===== config.mk =====
export PLATFORM = sky130hd
export DESIGN_NAME = iter_shift_unit
export DESIGN_NICKNAME = d
export VERILOG_FILES = /design/src/rtl/iter_shift_unit.sv
export SDC_FILE = /design/constraint.sdc
export NUM_CORES = 1
export LEC_CHECK = 0
export ABC_CLOCK_PERIOD_IN_PS = 2400
export BUFFER_PORTS_ARGS = -buffer_cell sky130_fd_sc_hd__buf_2
export CORE_MARGIN = 3
export CORE_UTILIZATION = 50
export DETAILED_ROUTE_END_ITERATION = 10
export PLACE_DENSITY = 0.82
export SLEW_MARGIN = 20
export SYNTH_ARGS = -nofsm -noshare
export SYNTH_HDL_FRONTEND = slang
export SYNTH_SLANG_ARGS = --single-unit

===== constraint.sdc =====
create_clock -name clk_i -period 2.4 [get_ports clk_i]
set_input_delay 0.24 -clock clk_i [delete_from_list [all_inputs] [get_ports clk_i]]
set_output_delay 0.24 -clock clk_i [all_outputs]
set_load 0.01 [all_outputs]

===== src/rtl/iter_shift_unit.sv =====
// iter_shift_unit: multi-cycle SLL/SRL/SRA for the RV32I execute stage.
// Shifts at most SHIFT_STEP bits per cycle, so a shift by shamt costs
// 1 + ceil(shamt/SHIFT_STEP) edges, counting the accept edge.
module iter_shift_unit #(
    parameter int XLEN       = 32,
    parameter int SHIFT_STEP = 1
) (
    input  logic            clk_i,
    input  logic            rst_ni,
    input  logic            flush_i,
    input  logic            valid_i,
    output logic            ready_o,
    input  logic [1:0]      op_i,
    input  logic [XLEN-1:0] operand_i,
    input  logic [4:0]      shamt_i,
    output logic            valid_o,
    input  logic            ready_i,
    output logic [XLEN-1:0] result_o,
    output logic            busy_o
);

    // Elaboration-time parameter guards
    if (XLEN != 32) begin : g_bad_xlen
        $error("iter_shift_unit: only XLEN=32 is supported");
    end
    if (SHIFT_STEP != 1 && SHIFT_STEP != 2 && SHIFT_STEP != 4 &&
        SHIFT_STEP != 8 && SHIFT_STEP != 16) begin : g_bad_step
        $error("iter_shift_unit: SHIFT_STEP must be 1, 2, 4, 8 or 16");
    end

    localparam logic [4:0] STEP = 5'(SHIFT_STEP);

    typedef enum logic [1:0] {
        IDLE  = 2'd0,
        SHIFT = 2'd1,
        DONE  = 2'd2
    } state_t;

    state_t            state, state_nxt;
    logic [XLEN-1:0]   data;
    logic [1:0]        op;
    logic [4:0]        cnt;
    logic [4:0]        k;
    logic [XLEN-1:0]   shifted;
    logic              accept;

    // A request arriving together with a flush is dropped
    assign accept   = valid_i && ready_o && !flush_i;
    assign ready_o  = (state == IDLE);
    assign busy_o   = (state != IDLE);
    assign valid_o  = (state == DONE);
    assign result_o = data;

    // Step size this cycle: the remaining count, capped at SHIFT_STEP
    always_comb begin
        k = (cnt < STEP) ? cnt : STEP;
    end

    // One fixed-range shift step; SRA refills from the current sign bit
    always_comb begin
        shifted = data;
        case (op)
            2'b00:   shifted = data << k;
            2'b01:   shifted = data >> k;
            2'b10:   shifted = XLEN'($signed(data) >>> k);
            default: shifted = data;
        endcase
    end

    // Next-state logic; flush overrides every transition
    always_comb begin
        state_nxt = state;
        case (state)
            IDLE: begin
                if (accept) begin
                    if (shamt_i == 5'd0 || op_i == 2'b11) state_nxt = DONE;
                    else                                  state_nxt = SHIFT;
                end
            end
            SHIFT: begin
                if (cnt == k) state_nxt = DONE;
            end
            DONE: begin
                if (ready_i) state_nxt = IDLE;
            end
            default: state_nxt = IDLE;
        endcase
        if (flush_i) state_nxt = IDLE;
    end

    // State register
    always_ff @(posedge clk_i or negedge rst_ni) begin
        if (!rst_ni) state <= IDLE;
        else         state <= state_nxt;
    end

    // Operand capture on accept, then one shift step per SHIFT cycle
    always_ff @(posedge clk_i or negedge rst_ni) begin
        if (!rst_ni) begin
            data <= '0;
            op   <= 2'b00;
            cnt  <= 5'd0;
        end else if (accept) begin
            data <= operand_i;
            op   <= op_i;
            cnt  <= shamt_i;
        end else if (state == SHIFT && !flush_i) begin
            data <= shifted;
            cnt  <= cnt - k;
        end
    end

endmodule


==> summary.txt <==
Run status
  – Status: finished, final reports clean

Global routing
  – First-pass GRT wire length: between 10000 and 15000 um
  – Grt met1 use: 33.2%
  – Total congestion overflow: 0
  – Initial antenna violation count: 0
  – Largest net degree at the start of global routing: between 50 and 60
  – Total GRT Usage: around 26%
  – Met3 Use GR: around 4.6%
  – Vias in the first global route: 2823
  – Grt met2 use: 42.8%
  – GRT Max-Usage Layer: met2

Critical path
  – Cell family with most CP delay: simple AND/OR/NAND/NOR gates
  – CP bufs+invs: 0
  – Max FO, Critical Path: 30
  – Max incr delay on CP: between 0.7 and 0.8 ns
  – Worst path slowest cell: or4_4
  – Most frequent CP cell: nand2_1
  – Crit Path Class: reg2reg
  – CP Launch Type: flop
  – Worst Setup End Kind: flop
  – CP Data Required Time: around 2.6 ns
  – Critical path, cell by cell: or4_4, nand2_1, ha_1, nand2_1, o32a_1, a2bb2o_1
  – FF-to-FF path depth: 6
  – WP depth: 6
  – CP Data Arrival Time: between 2 and 2.5 ns

Clock tree
  – CTS tree: built
  – Total CTS buffers: 5
  – Clock-pin slew on the worst setup and hold paths: around 0.080 ns
  – Max clock buf depth: 2
  – TritonCTS Sinks: 41
  – Clock Root Buffer: clkbuf_8
  – Htree depth: 2
  – Hold_buf cts: 0
  – Postcts setup bufs: 0
  – Clock Latency Late Sink: a little under 0.3 ns
  – Cts repair resizes: 0

Placement
  – HPWL Detailed: about 5800 um
  – Port Buf Inserts: 78
  – Gpl congestion: approximately 0.88

Routing
  – Vias per std cell: 6.46
  – Drt total wl: ~8400 um
  – Routed WL per cell: 17.7 um
  – DRC Markers: 0
  – Post-route ant nets: 0
  – Vias: ~3100
  – Starting DRT DRC Count: between 300 and 400
  – First-pass DRT Iterations: 5

Timing
  – Final Setup Violations: 0
  – Slew margin rel.: 37.5%
  – Worst clock skew: between 0.004 and 0.005 ns
  – Setup_tns: 0 ns
  – Maximum clock rate: ~470 MHz
  – Share of the clock period used by the worst path: approximately nine tenths
  – Crit path time final: ~2.1 ns
  – RSZ-0062 raised after global routing: false
  – Final-report max-slew violation count: 0
  – Worst-Margin Slew: 0.937 ns
  – Final Hold Viols: 0

Pwr
  – Pwr dens: 1040 nW/um^2
  – Pleak: between 1 and 1.5 nW
  – Peak supply drop: around 0.00067 V

Final layout
  – Share of cells above drive strength 1: about 27%
  – Fillers: between 400 and 500
  – Fin util: about 64%
  – Area delta synth->final: 19.7%
  – Register area: 1030 um^2
  – N_diodes: 0
  – Number of nets in the layout: about 450
  – Area of the multi-input gates: about 1700 um^2

Floorplanning
  – Row count: 26
  – Initial core utilization: between 50% and 60%
  – IO Pins: 79
  – Die area: between 6000 and 7000 um^2
  – Die extent in y: 81.8 um
  – Die W: between 80 and 90 um
  – Core area: between 5000 and 6000 um^2

Synthesis
  – Number of flops mapped to enable cells by yosys: 0
  – Mapped Cells: approximately 340
  – Post-synthesis cell area: between 2000 and 3000 um^2
  – Main flop type after synthesis: dfrtp_1
  – Netlist cell types: 50
  – Sequential share of the synthesized area: 35.7%
  – Yosys reg bits: between 40 and 50
  – Ys async rst share: between 90% and 100%
  – Syn_nets: between 300 and 400
  – Syn avg cell area: 8.57 um^2
  – Total of warnings raised by yosys: 0

Worst hold path
  – HP Class: in2async

Job
  – Max cap viols: 0
-- per-stage QoR --
step	instance area (um^2)	setup slack (ns)	cells	total power, mW	hold slack, ns
2_1_floorplan	2870	0.446	335	2.44	-0.0556
3_3_place_gp	3340	0.360	466	3.00	0.424
3_5_place_dp	3340	0.284	466	3.06	0.426
4_1_cts	3440	0.269	474	3.57	0.110
5_1_grt	3440	0.146	474	3.84	0.137
6_report	3440	0.266	474	3.58	0.0858
-- worst paths after layout --
kind / start / endpoint / slack (ns)
min: rst_ni / result_o[3] / 0.09
max reg2reg: cnt[3] / state[1] / 0.27
min reg2reg: result_o[22] / result_o[22] / 0.58
max in group asynchronous: rst_ni / result_o[15] / 1.74
max: cnt[3] / state[1] / 0.27
min in group clk_i: operand_i[21] / result_o[21] / 0.15
-- logic make-up after synthesis --
| family | synth area share [%] |
|---|---|
| simple gates | 15.1 |
| fa+ha+maj | 2.18 |
| compound gates | 39.9 |
| buf+inv | 7.10 |
| flops | 35.7 |
-- cells in the final DEF (no fill, tap or decap), types with 2 or more instances in the layout --
cell / instances
a21oi_1: 31
a221o_1: 6
a22oi_1: 24
and2_1: 4
buf_2: 78
buf_4: 16
clkbuf_8: 7
dfrtp_1: 41
ha_1: 5
inv_1: 14
nand2_1: 18
nand3_1: 6
nor2_1: 11
nor2b_1: 4
nor3_1: 3
o211ai_1: 5
o21a_1: 24
o21ai_0: 7
o21ai_1: 21
o221ai_1: 4
o22ai_1: 4
o311ai_0: 14
o311ai_1: 10
o31ai_1: 2
or3_1: 21
-- metal layers --
metal / share of wire [%] / routed length, um / vias to the layer above
met5: 0 / 0 / -
met4: 1.4 / 119 / 0
met3: 7.1 / 593 / 13
met2: 49 / 4100 / 140
met1: 43 / 3590 / 1467
li1: - / - / 1440
-- where the power goes --
group          switching [mW]  internal, mW  total, mW
Sequential              0.313         0.921       1.23
Combinational            1.08         0.764       1.84
Clock                   0.247         0.260      0.507
-- sequential cells by signal, summed over array words and instances, names as in the netlist --
name / cells
op: 2
state: 2
result_o: 32
cnt: 5
-- synth_stat cells, types with 5 or more instances --
library cell / n / area [um^2]
a22oi_1: 24 / 180
o21ai_0: 7 / 35.0
ha_1: 5 / 62.6
o311ai_0: 14 / 123
inv_1: 14 / 52.6
clkbuf_1: 22 / 82.6
or3_1: 21 / 131
o311ai_1: 10 / 87.6
nand3_1: 6 / 30.0
nand2_1: 18 / 67.6
a221o_1: 6 / 60.1
o211ai_1: 5 / 37.5
dfrtp_1: 41 / 1030
o21a_1: 24 / 180
buf_2: 7 / 35.0
o21ai_1: 21 / 105
nor2_1: 11 / 41.3
a21oi_1: 31 / 155
-- cell type report --
class                           count  share of cell area [%]
Inverter                           14                    1.53
Clock buffer                        7                    2.80
Timing Repair Buffer               94                    14.9
Multi-Input combinational cell    247                    48.3
Clock inverter                      1                   0.146
Sequential cell                    41                    29.9
Tap cell                           70                    2.55
Note: power is estimated with default switching activity, not from simulation.
